[src/rtl/rr_onehot_arbiter.sv]
// ============================================================================
// rr_onehot_arbiter
// ----------------------------------------------------------------------------
// Round-robin arbiter with a registered one-hot grant and a bounded hold time.
// A granted requester keeps the grant for up to HOLD_MAX consecutive cycles
// while it keeps requesting. After that, the search for the next requester
// starts just past the last winner. If nobody else is asking, the same
// requester is granted again with a fresh hold window.
//
// Parameters:
//   WIDTH     - number of requesters (2..16)
//   HOLD_MAX  - maximum consecutive cycles one requester holds the grant (1..255)
//
// Ports:
//   clock       - rising-edge clock
//   reset       - asynchronous active-low reset
//   enable      - arbitration enable; when low the grant is dropped and the
//                 priority pointer is frozen
//   req         - per-requester request vector, held high while service wanted
//   lock        - grant-lock request (only when RR_ARB_LOCK_EN is defined);
//                 keeps the current grant regardless of HOLD_MAX
//   grant       - registered zero-or-one-hot grant vector
//   grant_valid - registered OR of grant
//   grant_id    - registered binary index of the granted bit, 0 when idle
//
// Optional feature macro: RR_ARB_LOCK_EN (adds the lock port).
// ============================================================================
module rr_onehot_arbiter #(
    parameter int WIDTH    = 4,
    parameter int HOLD_MAX = 3
) (
    input  logic                     clock,
    input  logic                     reset,
    input  logic                     enable,
    input  logic [WIDTH-1:0]         req,
`ifdef RR_ARB_LOCK_EN
    input  logic                     lock,
`endif
    output logic [WIDTH-1:0]         grant,
    output logic                     grant_valid,
    output logic [$clog2(WIDTH)-1:0] grant_id
);

    localparam int IW = $clog2(WIDTH);
    localparam int HW = (HOLD_MAX > 1) ? $clog2(HOLD_MAX) : 1;
    localparam logic [HW-1:0] HOLD_LAST = HW'(HOLD_MAX - 1);
    localparam logic [IW:0]   WIDTH_EXT = (IW+1)'(WIDTH);
    localparam logic [IW-1:0] LAST_IDX  = IW'(WIDTH - 1);

    // Priority pointer: index where the next circular search begins.
    logic [IW-1:0] ptr;
    // Number of extra cycles the current winner has already been held.
    logic [HW-1:0] hold_cnt;

    logic             lock_active;
    logic             found;
    logic [IW-1:0]    found_idx;
    logic [IW:0]      cand_sum;
    logic [IW-1:0]    cand;
    logic [WIDTH-1:0] grant_nxt;
    logic [IW-1:0]    id_nxt;
    logic [IW-1:0]    ptr_nxt;
    logic [HW-1:0]    hold_nxt;

    // Without the lock feature the block behaves exactly as if lock were
    // tied low, so the rest of the logic only ever looks at lock_active.
`ifdef RR_ARB_LOCK_EN
    assign lock_active = lock;
`else
    assign lock_active = 1'b0;
`endif

    // Circular first-one search starting at ptr. The candidate index is
    // ptr + i folded back into 0..WIDTH-1, with one extra bit of headroom so
    // that non-power-of-two widths wrap correctly.
    always_comb begin
        found     = 1'b0;
        found_idx = '0;
        cand_sum  = '0;
        cand      = '0;
        for (int i = 0; i < WIDTH; i++) begin
            cand_sum = {1'b0, ptr} + (IW+1)'(i);
            if (cand_sum >= WIDTH_EXT) begin
                cand_sum = cand_sum - WIDTH_EXT;
            end
            cand = cand_sum[IW-1:0];
            if (!found && req[cand]) begin
                found     = 1'b1;
                found_idx = cand;
            end
        end
    end

    // Next-state decision. Priority order: enable low forces idle, then a
    // still-requesting winner is kept while its hold window (or the lock)
    // allows, otherwise the search result wins. When the winner's window has
    // expired it is still requesting, so the search always finds someone,
    // possibly the same requester. That gives the re-grant with a fresh
    // window.
    always_comb begin
        grant_nxt = '0;
        id_nxt    = '0;
        ptr_nxt   = ptr;
        hold_nxt  = '0;
        if (!enable) begin
            grant_nxt = '0;
        end else if (grant_valid && req[grant_id] &&
                     (lock_active || (hold_cnt < HOLD_LAST))) begin
            grant_nxt = grant;
            id_nxt    = grant_id;
            hold_nxt  = (hold_cnt < HOLD_LAST) ? hold_cnt + 1'b1 : hold_cnt;
        end else if (found) begin
            grant_nxt = WIDTH'(1) << found_idx;
            id_nxt    = found_idx;
            ptr_nxt   = (found_idx == LAST_IDX) ? '0 : found_idx + 1'b1;
        end
    end

    // State and output registers. All outputs come straight from flops.
    // Reset clears everything asynchronously, even in the middle of a hold.
    always_ff @(posedge clock or negedge reset) begin
        if (!reset) begin
            grant       <= '0;
            grant_valid <= 1'b0;
            grant_id    <= '0;
            ptr         <= '0;
            hold_cnt    <= '0;
        end else begin
            grant       <= grant_nxt;
            grant_valid <= |grant_nxt;
            grant_id    <= id_nxt;
            ptr         <= ptr_nxt;
            hold_cnt    <= hold_nxt;
        end
    end

endmodule
[config.mk]
export PLATFORM = sky130hd
export DESIGN_NAME = rr_onehot_arbiter
export DESIGN_NICKNAME = d
export VERILOG_FILES = /design/src/rtl/rr_onehot_arbiter.sv
export SDC_FILE = /design/constraint.sdc
export NUM_CORES = 1
export LEC_CHECK = 0
export ABC_AREA = 1
export CORE_MARGIN = 2
export CORE_UTILIZATION = 55
export CTS_BUF_LIST = sky130_fd_sc_hd__clkbuf_4 sky130_fd_sc_hd__clkbuf_8 sky130_fd_sc_hd__clkbuf_16
export DETAILED_ROUTE_END_ITERATION = 8
export MAX_ROUTING_LAYER = met4
export PLACE_DENSITY = 0.82
export RECOVER_POWER = 50
export SETUP_SLACK_MARGIN = 0.1
export SYNTH_ARGS = -nofsm -noshare
export SYNTH_HDL_FRONTEND = slang
export SYNTH_SLANG_ARGS = --single-unit
[constraint.sdc]
create_clock -name clock -period 2.9 [get_ports clock]
set_input_delay 0.29 -clock clock [delete_from_list [all_inputs] [get_ports clock]]
set_output_delay 0.29 -clock clock [all_outputs]
set_load 0.01 [all_outputs]
# Word level (Yosys, flattened, before mapping)

Index checks and enable logic that the tools add are counted.

Add/subtract/negate cells: 9
Order comparisons: 10
Equal/unequal tests: 3
Shifts and indexed selects: 1
Multiplexer cells: 32
Bitwise operators: 1
Reductions and logical operators: 10

Operators with widths:

| operator              | number |
|---|---|
| $mux W2               | 15 |
| $lt A2 B3 Y1 const B  | 5 |
| $mux W4               | 3 |
| $bmux W1 S2           | 5 |
| $ge A3 B3 Y1 const B  | 3 |
| $mux W1               | 9 |
| $sub A2 B1 Y2 const B | 4 |
| $add A2 B2 Y3 const B | 2 |
| $logic_and A1 B1 Y1   | 5 |
| $add A2 B1 Y2 const B | 2 |
| $reduce_or A4 Y1      | 1 |
| $shl A1 B2 Y4 const A | 1 |
| $add A2 B1 Y3 const B | 1 |
| $ge A2 B3 Y1 const B  | 1 |
| $logic_not A1 Y1      | 3 |
| $ne A3 B3 Y1 const B  | 1 |
| $reduce_and A3 Y1     | 1 |
| $eq A2 B2 Y1 const B  | 1 |
| $lt A2 B2 Y1 const B  | 1 |
| $ne A2 B2 Y1 const B  | 1 |
| $not A1 Y1            | 1 |

Flip-flop bits (word level): 11
Output and inout port bits: 7
Word-level logic and storage cells: 71

# Logic depth before layout (Yosys ltp)

Gate-level depths: netlist (run 1).

Word-level depth: 19
Gate-level depth with buffers: 16
Depth with buffers taken out: 16

# Least setup slack after synthesis (run 1)

No wires, ideal clock.

Kind: register to register
Start point: register ptr[0]
End point: register grant_valid
Setup time: 0.119 ns
Arrival: 1.697 ns
Required time: 2.781 ns
Slack: 1.084 ns
Cell stages (with the launch flop): 17
Path buffers: 1
Period minus slack after synthesis: 1.816 ns
Path through: dfrtp_1 buf_6 nand2_2 nand2_1 nor2_1 nor2_4 nor2_1 nor2_1 nand2_1 nand2_1 nand2_1 inv_1 ha_1 nand3_1 nand2_1 nor2_1 nand2_1

Cells in the longest elaborated chain, start to end: 19

RTL lines:

| what                                                   | line | text |
|---|---|---|
| start: declaration                                     | 51   | `logic [IW-1:0] ptr;` |
| start signal: assignment                               | 132  | `ptr <= ptr_nxt;` |
| branches (longest 15 deep; another with $add A2 B1 Y3) | n/a  |  |
| $mux W4 *                                              | 112  | `end else if (found) begin` |
| $mux W4 *                                              | 107  | `end else if (grant_valid && req[grant_id] &&` |
| $mux W4 *                                              | 105  | `if (!enable) begin` |
| net grant_nxt[1]                                       | 60   | `logic [WIDTH-1:0] grant_nxt;` |
| $reduce_or A4 Y1 *                                     | 130  | `grant_valid <= \|grant_nxt;` |
| end signal: assignment                                 | 130  |  |
| end: declaration                                       | 40   | `output logic grant_valid,` |

Mark *: on every way through the listed nets, which the timed path passes. The select of a mux whose other input is x is not followed.
A chain may end at the register's enable or synchronous reset.

# Worst setup path in the final report (run 1)

Same ends and word-level chain as after synthesis.

==> results by stage, run 1 <==
STA:
- The actual transition at the worst max-transition pin is 0.492 ns.
- Setup repair after global routing left no endpoint under its margin.
- The maximum clock rate is 0.444 GHz.
- Setup violations remaining at the end of the flow were counted as 0.
- The final critical path takes up between 70% and 80% of the cycle.
- For the final database, setup skew stands at about 0.0008 ns.
- The number of failing hold endpoints at the final stage is 0.
- The final total negative setup slack is 0 ns.
- The time the worst path needs with I/O delays and setup is 2.25 ns.
- The relative slew slack is 67.1%.
- The max-slew violation total from the final report is 0.

Worst setup path:
- The type of origin of the critical path is a flip-flop.
- The critical setup path kind is flip-flop to flip-flop.
- The largest incremental delay on the critical path is ~0.58 ns.
- The slowest stage of the critical path belongs to the cell sky130_fd_sc_hd__dfrtp_1.
- In this design, the critical path's most frequently occurring cell is sky130_fd_sc_hd__nand2_1.
- At the worst endpoint, the required time is 3.06 ns.
- Together, buffers and inverters on the worst path number 2.
- The worst reg-to-reg setup slack is 0.65 ns.
- Traced cell by cell, the critical path runs through inv_2 -> nand2_1 -> nand2_1 -> nor2_1 -> nor2_4 -> nor2_1 -> nor2_1 -> nand2_1 -> nand2_1 -> nand2_1 -> inv_1 -> ha_1 -> nand3_1 -> nand2_1 -> nor2_1 -> nand2_1.
- The maximum net fanout on the critical path is 11.
- The worst path arrival time is 2.41 ns.
- On the critical path the largest part of the delay comes from simple AND/OR/NAND/NOR gates.
- The beginning of the critical path is ptr[0].
- STA classifies the critical path endpoint as a flip-flop.
- The startpoint identified for the worst register-to-register timing path is ptr[0].
- In this run the critical register-to-register path is captured at grant_valid.
- The worst-case reg-to-reg path depth is 16.

Clock network:
- The deepest clock path buffer count is 2.
- TritonCTS built the clock tree.
- The clock slew at the register clock pins of the worst setup and hold paths is 0.07 ns.
- The number of gates resized after CTS was 0.
- The number of H-tree levels is 1.
- Buffers inserted to repair hold after CTS numbered 0.
- The later pin in the worst-skew pair is clocked with a latency of 0.27 ns.
- The count of buffers added by post-CTS timing repair for setup is 0.
- The TritonCTS sink count is 11.
- In this run the clock root is driven by a sky130_fd_sc_hd__clkbuf_4.
- TritonCTS created 3 clock buffers.

Yosys:
- Yosys instantiated no cell more often than sky130_fd_sc_hd__nand2_1.
- The proportion of synthesized chip area in sequential cells is 33.0%.
- The share of the synthesized netlist area taken by xor and xnor gates is 0%.
- The mapped cell area is 835 um^2.
- The share of synthesized cell area in and, or, nand and nor gates is a little under half.
- The number of enable flip-flop cells after synthesis is 0.
- The biggest area contributor in the post-synthesis netlist is sky130_fd_sc_hd__dfrtp_1.
- The synthesized netlist devotes 5.70% of its cell area to compound gates.
- By area the synthesized netlist is led by sky130_fd_sc_hd__dfrtp_1 (33%), sky130_fd_sc_hd__nand2_1 (17%), sky130_fd_sc_hd__nand2_2 (6.7%).
- The top-area cell type share of the netlist area is roughly a third.
- The post-synthesis area per instance is 7.19 um^2.
- The area share of fa/ha/maj cells after synthesis is 6.00%.
- The synthesized netlist cell count is 116.
- The number of synthesized register bits is 11.
- The net count after synthesis is 127.
- In this run, distinct cell masters in the synthesized netlist total 19.
- After synthesis, the largest family of logic cells by area is simple AND/OR/NAND/NOR gates.
- Yosys printed 0 warnings.
- In the synthesized netlist, mux cells make up 0% of the area.
- The async set-reset flop share out of synthesis is 100%.
- By count the netlist is led by sky130_fd_sc_hd__nand2_1 (38), sky130_fd_sc_hd__inv_1 (12), sky130_fd_sc_hd__dfrtp_1 (11).
- The primary flip-flop cell chosen by synthesis mapping is sky130_fd_sc_hd__dfrtp_1.

Placed design:
- The routability congestion estimate from global placement is 0.845.
- The total half-perimeter wirelength after legalization and detailed placement is 1.29 mm.
- The number of placed instances, taps included, is between 100 and 150.
- The count of port buffers added during placement is 13.

GRT:
- The maximum number of pins on one net before global-route repair is 12.
- Across every metal layer, demand over resource in global routing totals 20.9%.
- The first-pass GRT wire length is 2.90 mm.
- The via count of the first global-routing pass is 717.
- The initial antenna violation count came to 0.
- After global routing the overflow that remains totals 0.

Detailed routing:
- The residual antenna-violating net count after detailed routing is 0.
- The DRC violations left is 0.
- Using the TritonRoute via totals, the vias-per-cell ratio works out to slightly above 5.
- The first detailed-routing pass ran for 4 iterations.
- The final route contains roughly 750 vias.
- The average wire length per cell after detail routing is 11.0 um.
- The number of design-rule violations left by the first detailed-router iteration is 13.
- Wires add up to between 1.5 and 2 mm.

Floorplan:
- The total core area is 1470 um^2.
- For this configuration, the core starts out at a cell density of 56.7%.
- The vertical extent of the die is 43.0 um.
- The area of the die is 1850 um^2.
- The count of pins on the block boundary is 14.
- The standard-cell row count is 14.
- The overall die width is 43.0 um.

Pwr:
- The peak supply drop is 0.000649 V.
- The analysis attributes to cell leakage a power of 0.549 nW.
- The total power of the final layout is about 1.2 mW.
- The power per unit of standard cell area is 1160 nW/um^2.

Flow run:
- Max-cap violations in this run came to 0.

Layout:
- The post-layout utilization of the core is 68.0%.
- The filler-free cell count of the finished design is 148.
- Of the cells placed in the final design, the portion with a size suffix greater than 1 is 18.9%.
- The final-stage net count is roughly 140.
- From synthesis to final layout, the design area changed by 19.9%.
- 0 antenna diodes ended up in the layout.

Outcome:
- The run finished with clean final reports.

Min path:
- In this run the worst hold path is classified as input port to asynchronous set/reset pin.
area by class of cell:
type	count	area, um^2
well taps	16	20.0
fillers	128	470
clock buffers	3	22.5
repair buffers	13	130
inverters	16	60.1
multi-input cells	88	488
flip-flops and latches	11	275
clock inverters	1	5.00
cell usage in the layout (no fill, tap or decap), types with 5 or more instances in the layout:
cell	count
sky130_fd_sc_hd__nand2_1	38
sky130_fd_sc_hd__inv_1	12
sky130_fd_sc_hd__dfrtp_1	11
sky130_fd_sc_hd__nor2_1	10
sky130_fd_sc_hd__nand2_2	9
sky130_fd_sc_hd__nand3_1	9
sky130_fd_sc_hd__clkdlybuf4s50_1	9
sky130_fd_sc_hd__o21ai_1	5
sequential cells by signal, indices dropped and copies added (netlist names):
register,cells
grant_id,2
ptr,2
grant_valid,1
hold_cnt,2
grant,4
stage by stage:
step	hold WS (ns)	setup WS, ns	instance area (um^2)
2_1_floorplan	-0.00559	1.08	835
3_3_place_gp	0.413	0.603	973
3_5_place_dp	0.420	0.539	973
4_1_cts	0.354	0.630	1000
5_1_grt	0.445	0.302	1000
6_report	0.411	0.649	1000
kinds of logic after synthesis:
logic type / after synthesis
AND/OR/NAND/NOR: 75
buffers and inverters: 17
flip-flops: 11
AO/OA/AOI/OAI: 9
adder cells (fa/ha/maj): 4
routing by layer:
layer,share of wire (%),track usage (%)
met1,44,24.9
met2,51,38.2
met3,3.6,1.28
met4,1.2,5.45
met5,0,-
power by group:
group          switching, mW  internal [mW]  total [mW]  leakage, nW
Combinational          0.496          0.299       0.795        0.387
Clock                 0.0564         0.0512       0.108       0.0177
Sequential            0.0547          0.207       0.262        0.144
Total                  0.607          0.557        1.16        0.549
worst max-delay path by stage:
stage	end	cells past startpoint
after global placement	grant_valid	17
after detailed placement	grant_valid	17
after CTS	grant_valid	16
final	grant_valid	16
after floorplan	grant_valid	16
after global routing	grant_valid	16
(Power assumes the default switching activity.)
==> run 2: changes to the inputs <==
--- a/config.mk
+++ b/config.mk
@@ -7,11 +7,11 @@
 export LEC_CHECK = 0
 export ABC_AREA = 1
 export CORE_MARGIN = 2
-export CORE_UTILIZATION = 55
+export CORE_UTILIZATION = 51
 export CTS_BUF_LIST = sky130_fd_sc_hd__clkbuf_4 sky130_fd_sc_hd__clkbuf_8 sky130_fd_sc_hd__clkbuf_16
 export DETAILED_ROUTE_END_ITERATION = 8
 export MAX_ROUTING_LAYER = met4
-export PLACE_DENSITY = 0.82
+export PLACE_DENSITY = 0.77
 export RECOVER_POWER = 50
 export SETUP_SLACK_MARGIN = 0.1
 export SYNTH_ARGS = -nofsm -noshare
==> constraint.sdc (replaced) <==
create_clock -name clock -period 2.3 [get_ports clock]
set_input_delay 0.23 -clock clock [delete_from_list [all_inputs] [get_ports clock]]
set_output_delay 0.23 -clock clock [all_outputs]
set_load 0.01 [all_outputs]
==> run 2 against run 1 <==
Compared with the run above: first-iteration DRC count is 62% higher; wire length increased by 6.7%; die area up 7.1%; register-to-register slack got worse by 0.34 ns; largest power group unchanged; highest routed layer unchanged.
==> results by stage, run 2 (synthesized netlist as in run 1, its figures left out) <==
Pwr:
- The power per unit of standard cell area came to 1510 nW/um^2 (+29%).
- The peak supply drop is 0.000740 V (+14%).
- The total power of the final layout came to 1.58 mW (+36%).
- The static power due to leakage is 0.570 nW (+3.8%).

GRT:
- The via count of the first global-routing pass was 753 (+5.0%).
- The first-pass GRT wire length is 3.06 mm (+5.7%).
- The maximum number of pins on one net before global-route repair is 12 (unchanged).
- The total overflow reported by the global router came to 0 (unchanged).
- The initial antenna violation count is 0 (unchanged).
- The overall global routing resource usage is 21.8% (+0.85 points).

Floorplan:
- The total core area was 1520 um^2 (+3.6%).
- The count of pins on the block boundary is 14 (unchanged).
- The overall die width is 44.5 um (+3.5%).
- The standard-cell row count is 14 (unchanged).
- The vertical extent of the die came to 44.5 um (+3.5%).
- The initial core utilization was 54.8% (-2.0 points).
- The area of the die is 1980 um^2 (+7.1%).

Clock network:
- The deepest clock path buffer count is 2 (unchanged).
- The number of hold-repair buffers added at the cts stage was 0 (unchanged).
- In this run the clock root is driven by a sky130_fd_sc_hd__clkbuf_4.
- The number of H-tree levels is 1 (unchanged).
- The clock latency on the worst-skew pair is 0.26 ns (about the same).
- The TritonCTS sink count was 11 (unchanged).
- TritonCTS built the clock tree.
- The number of buffers created by CTS is 3 (unchanged).
- The clock slew at the register clock pins of the worst setup and hold paths came to 0.07 ns (about the same).

Layout:
- The design area is 1050 um^2 (+5.0%).
- The top cell types in the final layout, fill and taps aside, are sky130_fd_sc_hd__nand2_1 (36), sky130_fd_sc_hd__inv_1 (12), sky130_fd_sc_hd__nand2_2 (11), sky130_fd_sc_hd__dfrtp_1 (10).
- Counting flops per register, the top entry is grant.
- The final-stage net count is 148 (+2.8%).
- The share of cells above drive strength 1 is 25.0% (+6.1 points).
- The leading cell type in the layout, fill and taps excluded is sky130_fd_sc_hd__nand2_1.
- The synthesis-to-layout area growth is 25.9%.
- The number of diodes added for antenna fixing was 0 (unchanged).
- The number of flip-flops under the largest register name was 4 (unchanged).
- The filler-free cell count of the finished design came to 152 (+2.7%).

Detailed routing:
- The number of search-and-repair iterations in the first detailed-routing pass came to 4 (unchanged).
- The via count is 781 (+4.0%).
- The number of design-rule violations left by the first detailed-router iteration is 21 (+8).
- The average wire length per cell after detail routing came to 11.4 um (+3.9%).
- The via count normalized by instance count is 5.14 (+1.3%).
- The DRC violations left was 0 (unchanged).
- The total routed wirelength is 1.74 mm (+6.7%).
- The residual antenna-violating net count after detailed routing was 0 (unchanged).

Outcome:
- The run finished with clean final reports.

Worst setup path:
- The data required time at the worst endpoint is 2.46 ns (-0.60 ns).
- The worst setup path is captured at a flip-flop.
- The maximum net fanout on the critical path is 6 (-5).
- The worst setup path is of the flip-flop to flip-flop kind.
- STA classifies the critical path startpoint as a flip-flop.
- The worst path arrival time is 2.15 ns (-0.26 ns).

Min path:
- The worst min-delay path category is input port to asynchronous set/reset pin.

Placed design:
- The routability congestion estimate from global placement is 0.839 (-0.77%).
- The count of port buffers added during placement was 13 (unchanged).
- The number of cells in the design after placement is 145 (+0.69%).
- The total half-perimeter wirelength after legalization and detailed placement is 1.33 mm (+3.1%).
- The cell area after placement is 981 um^2 (+0.77%).

STA:
- The largest clock skew in the final design is 0.00245 ns (+0.00166 ns).
- The tightest hold margin was 0.358 ns (-0.0531 ns).
- The ratio of final minimum period to clock period came to 86.6% (+9.0 points).
- The number of failing hold endpoints at the final stage is 0 (unchanged).
- The relative slew slack is 67.7% (+0.66 points).
- The maximum clock rate is 0.502 GHz (+13%).
- The time the worst path needs with I/O delays and setup is 1.99 ns (-0.259 ns).
- The count of endpoints failing setup in the final report is 0 (unchanged).
- The max-slew violation total from the final report is 0 (unchanged).
- Setup repair after global routing left no endpoint under its margin.
- The actual transition at the worst max-transition pin is 0.482 ns (-0.00984 ns).

Flow run:
- The number of violations of the max-capacitance limit came to 0 (unchanged).
-- run 2: changes by cell type in the layout (fill, tap and decap cells not counted), moves of 2 or more --
| cell | before | now |
|---|---|---|
| sky130_fd_sc_hd__nor2_2 | 0 | 2 |
| sky130_fd_sc_hd__buf_4 | 0 | 3 |
| sky130_fd_sc_hd__nand2_1 | 38 | 36 |
| sky130_fd_sc_hd__nor2_1 | 10 | 8 |
| sky130_fd_sc_hd__nand2_2 | 9 | 11 |
-- run 2: per-stage QoR --
| stage | setup TNS (ns) | worst slack, ns | utilization [%] |
|---|---|---|---|
| global route | 0 | 0.0986 | 69.0 |
| finish | 0 | 0.308 | 69.0 |
| global placement | 0 | 0.0686 | 64.4 |
| detailed placement | -0.0191 | -0.0191 | 64.4 |
| CTS | 0 | 0.135 | 66.3 |
| floorplan | 0 | 0.484 | - |
-- run 2: where the power goes --
group          total (mW)  leakage [nW]  internal [mW]  switching (mW)
logic                1.12         0.408          0.439           0.676
registers           0.324         0.143          0.264          0.0604
clock network       0.142        0.0184         0.0788          0.0636
-- run 2: area by class of cell --
cell class	instances	area, um^2
clock buffer	4	30.0
fill	129	473
inverter	16	62.6
multi-input combinational	88	498
sequential	11	277
tap	16	20.0
timing repair buffer	17	164
-- run 2: path summary, 6_finish.rpt --
kind	start	cells after the start	slack [ns]	end
worst max-delay path	ptr[0]	14	0.31	grant_valid
worst min-delay path	reset	1	0.36	grant[3]
worst max register to register	ptr[0]	14	0.31	grant_valid
worst min register to register	hold_cnt[0]	1	0.43	hold_cnt[0]
max in group asynchronous	reset	1	1.59	ptr[0]
min in group clock	hold_cnt[0]	1	0.43	hold_cnt[0]
-- run 2: critical path, stage by stage, from the launching register on --
cell and delay [ns]:
sky130_fd_sc_hd__dfrtp_2 0.46, sky130_fd_sc_hd__buf_6 0.15, sky130_fd_sc_hd__nand2_1 0.06, sky130_fd_sc_hd__nand2_2 0.09, sky130_fd_sc_hd__nand2_4 0.09, sky130_fd_sc_hd__nand2_4 0.08, sky130_fd_sc_hd__nor2_8 0.11, sky130_fd_sc_hd__nand4_1 0.08
sky130_fd_sc_hd__nand2_1 0.17, sky130_fd_sc_hd__inv_1 0.08, sky130_fd_sc_hd__ha_1 0.19, sky130_fd_sc_hd__nand3_1 0.09, sky130_fd_sc_hd__nand2_1 0.07, sky130_fd_sc_hd__nor2_1 0.10, sky130_fd_sc_hd__nand2_1 0.06
-- run 2: per-layer routing --
| metal | track usage (%) | routed length [um] | up-vias |
|---|---|---|---|
| met5 | - | 0 | - |
| li1 | - | - | 405 |
| met1 | 26.0 | 768 | 351 |
| met2 | 37.4 | 879 | 21 |
| met4 | 4.85 | 15 | 0 |
| met3 | 4.90 | 75 | 4 |
-- run 2: timing repair --
action	4_1_cts	5_1_grt
setup buffers	0	3
endpoints found under the hold margin	0	0
endpoints found under the setup margin	0	4
gates resized for setup	0	7
==> run 3: changes to the inputs <==
--- a/config.mk
+++ b/config.mk
@@ -6,6 +6,7 @@
 export NUM_CORES = 1
 export LEC_CHECK = 0
 export ABC_AREA = 1
+export CAP_MARGIN = 20
 export CORE_MARGIN = 2
 export CORE_UTILIZATION = 51
 export CTS_BUF_LIST = sky130_fd_sc_hd__clkbuf_4 sky130_fd_sc_hd__clkbuf_8 sky130_fd_sc_hd__clkbuf_16
==> results of run 3 <==
No change in the layout: final DEF, timing and power equal those of run 2.
